==> src/rtl/hazard_fwd_scoreboard_if.sv <==
// Hazard/forwarding controller bus: ID-stage instruction fields in, freeze/forward selects and
// stall counter out. The master side drives ID fields; the slave side is the controller.
interface hazard_fwd_scoreboard_if #(
  parameter int unsigned REG_AW = 4,
  parameter int unsigned STAGES = 3,
  parameter int unsigned CNT_W  = 16
);
  localparam int unsigned SEL_W = $clog2(STAGES);

  logic              id_valid;
  logic [REG_AW-1:0] id_src1;
  logic              id_src1_en;
  logic [REG_AW-1:0] id_src2;
  logic              id_two_src;
  logic [REG_AW-1:0] id_dest;
  logic              id_wb_en;
  logic              id_mem_r_en;
  logic              flush;
  logic              freeze;
  logic [SEL_W-1:0]  sel_src_1;
  logic [SEL_W-1:0]  sel_src_2;
  logic [CNT_W-1:0]  stall_count;

  modport master (
    output id_valid, id_src1, id_src1_en, id_src2, id_two_src, id_dest, id_wb_en, id_mem_r_en,
    output flush,
    input  freeze, sel_src_1, sel_src_2, stall_count
  );

  modport slave (
    input  id_valid, id_src1, id_src1_en, id_src2, id_two_src, id_dest, id_wb_en, id_mem_r_en,
    input  flush,
    output freeze, sel_src_1, sel_src_2, stall_count
  );
endinterface

==> src/rtl/hazard_fwd_scoreboard.sv <==
// Hazard detection and forwarding controller. Tracks every issued instruction from EX to WB
// (entry 0 = EX, entry STAGES-1 = WB), freezes ID on unresolvable dependences, selects EX
// operand sources and counts stall cycles (saturating).
// Build option: define FORWARD_EN to enable forwarding; without it the selects are tied to 0
// and any in-flight producer of a used source (WB included) stalls ID.
module hazard_fwd_scoreboard #(
  parameter int unsigned REG_AW   = 4,
  parameter int unsigned STAGES   = 3,
  parameter int unsigned LOAD_RDY = 2,
  parameter int unsigned CNT_W    = 16
) (
  input logic                   clk,
  input logic                   rst,
  hazard_fwd_scoreboard_if.slave bus
);
  localparam int unsigned SEL_W = $clog2(STAGES);

  typedef struct packed {
    logic              valid;
    logic              wb_en;
    logic [REG_AW-1:0] dest;
  } prod_t;

  prod_t            e_q [STAGES];
  prod_t            e_d [STAGES];
  logic [CNT_W-1:0] cnt_q, cnt_d;
  logic             hazard;
  logic             freeze;
  logic             issue;

`ifdef FORWARD_EN
  logic              load_q [STAGES];
  logic              load_d [STAGES];
  logic [REG_AW-1:0] ex_src1_q, ex_src1_d, ex_src2_q, ex_src2_d;
  logic              ex_src1_en_q, ex_src1_en_d, ex_src2_en_q, ex_src2_en_d;
`endif

  assign issue = bus.id_valid && !freeze && !bus.flush;

  // Scoreboard shift: ID enters entry 0 (bubble on freeze/flush), older entries advance.
  always_comb begin
    e_d[0] = '{valid: issue, wb_en: bus.id_wb_en, dest: bus.id_dest};
    for (int k = 1; k < int'(STAGES); k++) e_d[k] = e_q[k-1];
`ifdef FORWARD_EN
    load_d[0] = bus.id_mem_r_en;
    for (int k = 1; k < int'(STAGES); k++) load_d[k] = load_q[k-1];
    ex_src1_d    = bus.id_src1;
    ex_src1_en_d = bus.id_src1_en;
    ex_src2_d    = bus.id_src2;
    ex_src2_en_d = bus.id_two_src;
`endif
  end

  // Scoreboard state register.
  always_ff @(posedge clk) begin
    if (rst) begin
      for (int k = 0; k < int'(STAGES); k++) e_q[k] <= '0;
`ifdef FORWARD_EN
      for (int k = 0; k < int'(STAGES); k++) load_q[k] <= 1'b0;
      ex_src1_q    <= '0;
      ex_src1_en_q <= 1'b0;
      ex_src2_q    <= '0;
      ex_src2_en_q <= 1'b0;
`endif
    end else begin
      for (int k = 0; k < int'(STAGES); k++) e_q[k] <= e_d[k];
`ifdef FORWARD_EN
      for (int k = 0; k < int'(STAGES); k++) load_q[k] <= load_d[k];
      ex_src1_q    <= ex_src1_d;
      ex_src1_en_q <= ex_src1_en_d;
      ex_src2_q    <= ex_src2_d;
      ex_src2_en_q <= ex_src2_en_d;
`endif
    end
  end

  // Hazard: a used ID source matches a producer that cannot yet be forwarded.
  always_comb begin
    hazard = 1'b0;
    for (int k = 0; k < int'(STAGES); k++) begin
      logic blocks;
`ifdef FORWARD_EN
      // Only loads too young to have their data are unforwardable.
      blocks = load_q[k] && (k <= int'(LOAD_RDY) - 2);
`else
      blocks = 1'b1;
`endif
      if (e_q[k].valid && e_q[k].wb_en && blocks) begin
        if ((bus.id_src1_en && (e_q[k].dest == bus.id_src1)) ||
            (bus.id_two_src && (e_q[k].dest == bus.id_src2))) begin
          hazard = 1'b1;
        end
      end
    end
  end

  // Flush wins: the ID instruction is discarded anyway. Reset forces outputs low.
  assign freeze = !rst && bus.id_valid && hazard && !bus.flush;

  // Forwarding selects: scan oldest to youngest so the youngest producer wins.
  always_comb begin
    bus.sel_src_1 = '0;
    bus.sel_src_2 = '0;
`ifdef FORWARD_EN
    for (int k = int'(STAGES) - 1; k >= 1; k--) begin
      if (!rst && e_q[0].valid && e_q[k].valid && e_q[k].wb_en) begin
        if (ex_src1_en_q && (e_q[k].dest == ex_src1_q)) bus.sel_src_1 = SEL_W'(k);
        if (ex_src2_en_q && (e_q[k].dest == ex_src2_q)) bus.sel_src_2 = SEL_W'(k);
      end
    end
`endif
  end

  // Saturating stall counter next state.
  always_comb begin
    cnt_d = cnt_q;
    if (freeze && (cnt_q != '1)) cnt_d = cnt_q + 1'b1;
  end

  // Stall counter register.
  always_ff @(posedge clk) begin
    if (rst) cnt_q <= '0;
    else     cnt_q <= cnt_d;
  end

  assign bus.freeze      = freeze;
  assign bus.stall_count = rst ? '0 : cnt_q;
endmodule
==> src/flat_wrapper.sv <==
// flat-port wrapper written by rule: the top's interface ports become plain ports
module hazard_fwd_scoreboard_flat 
#(
  parameter int unsigned REG_AW   = 4,
  parameter int unsigned STAGES   = 3,
  parameter int unsigned LOAD_RDY = 2,
  parameter int unsigned CNT_W    = 16
)
  (clk, rst, bus_id_valid, bus_id_src1, bus_id_src1_en, bus_id_src2, bus_id_two_src, bus_id_dest, bus_id_wb_en, bus_id_mem_r_en, bus_flush, bus_freeze, bus_sel_src_1, bus_sel_src_2, bus_stall_count);
  hazard_fwd_scoreboard_if #(.REG_AW(REG_AW), .STAGES(STAGES), .CNT_W(CNT_W)) bus_i ();
  input logic clk;
  input logic rst;
  input wire logic [$bits(bus_i.id_valid)-1:0] bus_id_valid;
  input wire logic [$bits(bus_i.id_src1)-1:0] bus_id_src1;
  input wire logic [$bits(bus_i.id_src1_en)-1:0] bus_id_src1_en;
  input wire logic [$bits(bus_i.id_src2)-1:0] bus_id_src2;
  input wire logic [$bits(bus_i.id_two_src)-1:0] bus_id_two_src;
  input wire logic [$bits(bus_i.id_dest)-1:0] bus_id_dest;
  input wire logic [$bits(bus_i.id_wb_en)-1:0] bus_id_wb_en;
  input wire logic [$bits(bus_i.id_mem_r_en)-1:0] bus_id_mem_r_en;
  input wire logic [$bits(bus_i.flush)-1:0] bus_flush;
  output wire logic [$bits(bus_i.freeze)-1:0] bus_freeze;
  output wire logic [$bits(bus_i.sel_src_1)-1:0] bus_sel_src_1;
  output wire logic [$bits(bus_i.sel_src_2)-1:0] bus_sel_src_2;
  output wire logic [$bits(bus_i.stall_count)-1:0] bus_stall_count;
  assign bus_i.id_valid = bus_id_valid;
  assign bus_i.id_src1 = bus_id_src1;
  assign bus_i.id_src1_en = bus_id_src1_en;
  assign bus_i.id_src2 = bus_id_src2;
  assign bus_i.id_two_src = bus_id_two_src;
  assign bus_i.id_dest = bus_id_dest;
  assign bus_i.id_wb_en = bus_id_wb_en;
  assign bus_i.id_mem_r_en = bus_id_mem_r_en;
  assign bus_i.flush = bus_flush;
  assign bus_freeze = bus_i.freeze;
  assign bus_sel_src_1 = bus_i.sel_src_1;
  assign bus_sel_src_2 = bus_i.sel_src_2;
  assign bus_stall_count = bus_i.stall_count;
  hazard_fwd_scoreboard #(.REG_AW(REG_AW), .STAGES(STAGES), .LOAD_RDY(LOAD_RDY), .CNT_W(CNT_W)) u_core (.clk(clk), .rst(rst), .bus(bus_i));
endmodule
==> config.mk <==
export PLATFORM = sky130hd
export DESIGN_NAME = hazard_fwd_scoreboard_flat
export DESIGN_NICKNAME = d
export VERILOG_FILES = /design/src/rtl/hazard_fwd_scoreboard_if.sv /design/src/rtl/hazard_fwd_scoreboard.sv /design/src/flat_wrapper.sv
export SDC_FILE = /design/constraint.sdc
export NUM_CORES = 1
export LEC_CHECK = 0
export CORE_MARGIN = 3
export CORE_UTILIZATION = 29
export DETAILED_ROUTE_END_ITERATION = 8
export HOLD_SLACK_MARGIN = 0.02
export MAX_ROUTING_LAYER = met4
export SYNTH_ARGS = -nofsm -noshare
export SYNTH_HDL_FRONTEND = slang
export SYNTH_SLANG_ARGS = --single-unit
==> constraint.sdc <==
create_clock -name clk -period 2.49 [get_ports clk]
set_input_delay 0.3735 -clock clk [delete_from_list [all_inputs] [get_ports clk]]
set_output_delay 0.3735 -clock clk [all_outputs]
set_load 0.05 [all_outputs]
==> out/metrics.yaml, run 1 <==
power_and_ir_drop:
  p_clk_share_pct: 48.1
  power_mw: 1.30
  sw_frac_of_total_pct: 20.5
  p_comb_share_pct: 8.4
  power-per-cell-area_nw_per_um2: 508
  peakVddDrop_mv: 0.195
  power_frac_seq_pct: 43.5
  p_leak_nw: 1.02
  p_int_mw: 1.03
  p_sw_mw: 0.266
critical_path:
  crit_start: "bus_id_src2[1]"
  required_ns: 2.12
  reg2reg_to: "u_core.cnt_q[14]"
  cp_max_fo: 3
  start_kind: "input pin"
  arrival_ns: 2.02
  crit_path_end_kind: "primary output"
  crit_type: "input pin to primary output"
  critical_path.endpoint: "bus_freeze"
  reg2reg_depth: 9
  r2r-start: "u_core.e_q[0][8]"
  r2r_setup_slack_ns: 0.31
placed_design:
  placed_cell_area_sq_um: 2370
  dpl.hpwl_um: 2840
  gp_congestion: 0.807
  placedCellCount: 304
  port_buffers: 35
detailed_routing:
  vias: 1438
  postRouteAntennaNets: 0
  drt-pass1-iter-count: 4
  routed_wirelength_um: 3760
  initialDrtViolationCount: 39
  via_per_inst: 4.59
  route.detailed.drc: 0
  wl_per_cell_um: 12.0
synth:
  synth_area_sq_um: 1760
  yosys_warnings: 0
  synthCells: 196
  ys_ff_latch: 34
  synth.distinct_cells: 32
  synth.avg_cell_area_sq_um: 8.99
  ys_seq_area_share_pct: 38.6
sta:
  finalSetupViolCount: 0
  skew_ns: 0.00624
  final-max-slew-violation-count: 0
  finalHoldViolations: 0
  period_needed_ns: 2.39
  finalCritPeriodShare_pct: 96.1
  fmax_mhz: 418
cts:
  cts_tree: "yes"
  root_buffer: "clkbuf_8"
  cts_buffers: 5
  numClockSinks: 34
  htreeDepth: 2
  clock_latency_ns: 0.29
  cts.reportedPaths.clkPinSlew_ns: 0.07
  cts_buffer_depth: 2
cells_and_area:
  final_area_sq_um: 2560
  n_antenna_cell: 0
  fin_nets: 261
  syn_to_final_growth_pct: 45.2
  final_core_util_pct: 45.1
  layoutNonFillerInstCount: 313
  drive_gt1_share_pct: 22.0
die:
  die-area_sq_um: 7050
  core-area_sq_um: 5680
  die_x_um: 83.9
  core.rowCount: 27
  start_util_pct: 31.0
  fp.dieH_um: 83.9
  io_pins: 41
global_route:
  grt_usage_pct: 11.9
  grt_pass1_vias: 1438
  grt_max_degree: 29
  overflow: 0
  antenna_found_initial: 0
  grt_pass1_wl_um: 6640
worst_hold_path:
  min_path_type: "register to register"
flow_run:
  drv_cap: 0
outcome:
  status: "finished, final reports clean"
## critical path, stage by stage
cell             delay, ns
clkdlybuf4s50_1       0.46
xor2_1                0.21
nor4_2                0.35
o211ai_1              0.15
and2_4                0.17
nor2_1                0.14
buf_6                 0.18
## area by class of cell
cell class                      instances  area (sq um)
Tap cell                               72          90.1
Multi-Input combinational cell        153          1040
Timing Repair Buffer                   46           603
Fill cell                             553          3120
Sequential cell                        34           681
Clock inverter                          2          60.1
Clock buffer                            6          82.6
## registers in the layout, indices dropped and copies added (netlist names)
| register | flops |
|---|---|
| u_core.e_q | 18 |
| u_core.cnt_q | 16 |
## cell usage after synthesis
library cell | number | area share, %
o31ai_1 | 1 | 0.43
nor2_1 | 14 | 3.0
nand3_1 | 6 | 1.7
nor3b_1 | 2 | 0.85
o21ai_0 | 4 | 1.1
nor3_1 | 8 | 2.3
o211ai_1 | 1 | 0.43
buf_1 | 1 | 0.21
buf_4 | 4 | 1.7
clkbuf_1 | 5 | 1.1
or3_1 | 2 | 0.71
or4_1 | 1 | 0.43
xnor2_1 | 8 | 4.0
buf_6 | 1 | 0.64
a21oi_1 | 2 | 0.57
nand2b_1 | 1 | 0.36
conb_1 | 1 | 0.21
buf_8 | 1 | 0.85
nand4_1 | 7 | 2.5
xor2_1 | 18 | 8.9
ha_1 | 1 | 0.71
and4_1 | 2 | 0.99
nor2b_1 | 35 | 12
and3_1 | 4 | 1.4
nor4_2 | 3 | 2.1
nand2_1 | 9 | 1.9
a31oi_1 | 1 | 0.36
mux2_2 | 9 | 5.8
nor4_1 | 5 | 1.8
dfxtp_1 | 34 | 39
and2_1 | 3 | 1.1
a211oi_1 | 2 | 0.85
## layer usage
| layer | global-route usage, % | up-vias | routed length, um |
|---|---|---|---|
| li1 | - | 753 | - |
| met1 | 15.4 | 651 | 1800 |
| met2 | 17.3 | 29 | 1740 |
| met3 | 3.65 | 5 | 168 |
| met4 | 4.82 | 0 | 55 |
| met5 | - | - | 0 |
## worst min path at each step
stage,startpoint,to,cells after the start
after floorplan,u_core.e_q[0][11],u_core.e_q[0][17],1
after global routing,u_core.e_q[0][11],u_core.e_q[0][17],1
after CTS,u_core.e_q[0][10],u_core.e_q[0][16],1
final,u_core.e_q[0][10],u_core.e_q[0][16],1
after global placement,u_core.e_q[0][11],u_core.e_q[0][17],1
after detailed placement,u_core.e_q[0][10],u_core.e_q[0][16],1
## power by group through the flow
| stage | sequential (mW) | combinational, mW | clock, mW |
|---|---|---|---|
| floorplan | 0.575 | 0.0658 | 0 |
| global placement | 0.577 | 0.106 | 0 |
| detailed placement | 0.578 | 0.107 | 0 |
| CTS | 0.565 | 0.108 | 0.648 |
| global route | 0.567 | 0.120 | 0.674 |
| finish | 0.565 | 0.110 | 0.625 |
## kinds of logic after synthesis
kind of cell	count (synthesis)	share of synthesized area [%]
fa+ha+maj	1	0.710
compound gates	11	3.76
xor+xnor	26	12.9
simple gates	102	33.5
other cells	1	0.213
mux	9	5.75
flops	34	38.6
buf+inv	12	4.47
## per-stage QoR
step | TNS (ns) | hold WS [ns] | setup WS (ns)
after floorplan | 0 | 0.438 | 0.0463
after global placement | -2.31 | 0.447 | -0.240
after detailed placement | -2.34 | 0.451 | -0.226
after CTS | 0 | 0.460 | 0.0178
after global routing | -0.0340 | 0.478 | -0.0340
final | 0 | 0.460 | 0.0975
## cell usage in the layout (no fill, tap or decap), types with 4 or more instances in the layout
cell type | synthesis | final
clkdlybuf4s50_1 | 0 | 13
mux2_2 | 9 | 9
nand4_1 | 7 | 7
nor4_2 | 3 | 6
nor3_1 | 8 | 8
dfxtp_1 | 34 | 34
and3_1 | 4 | 4
dlymetal6s2s_1 | 0 | 4
buf_12 | 0 | 16
nand2_1 | 9 | 9
conb_1 | 1 | 4
nor2_1 | 14 | 14
clkbuf_8 | 0 | 6
xor2_1 | 18 | 17
buf_4 | 4 | 11
o21ai_0 | 4 | 4
xnor2_1 | 8 | 8
nor2b_1 | 35 | 35
nand3_1 | 6 | 6
## what timing repair did
action | in CTS | in global routing
gates resized for setup | 5 | 7
setup endpoints to repair | 1 | 2
hold buffers | 0 | 0
buffers inserted | 1 | 0
pin swaps | 3 | 7
Power figures use the tool's default switching activity.
==> inputs of run 2 (changes only) <==
Settings changed: CTS_CLUSTER_DIAMETER from default to 100.
==> results of run 2 <==
The final DEF is identical to that of run 1; final timing and power are the same.
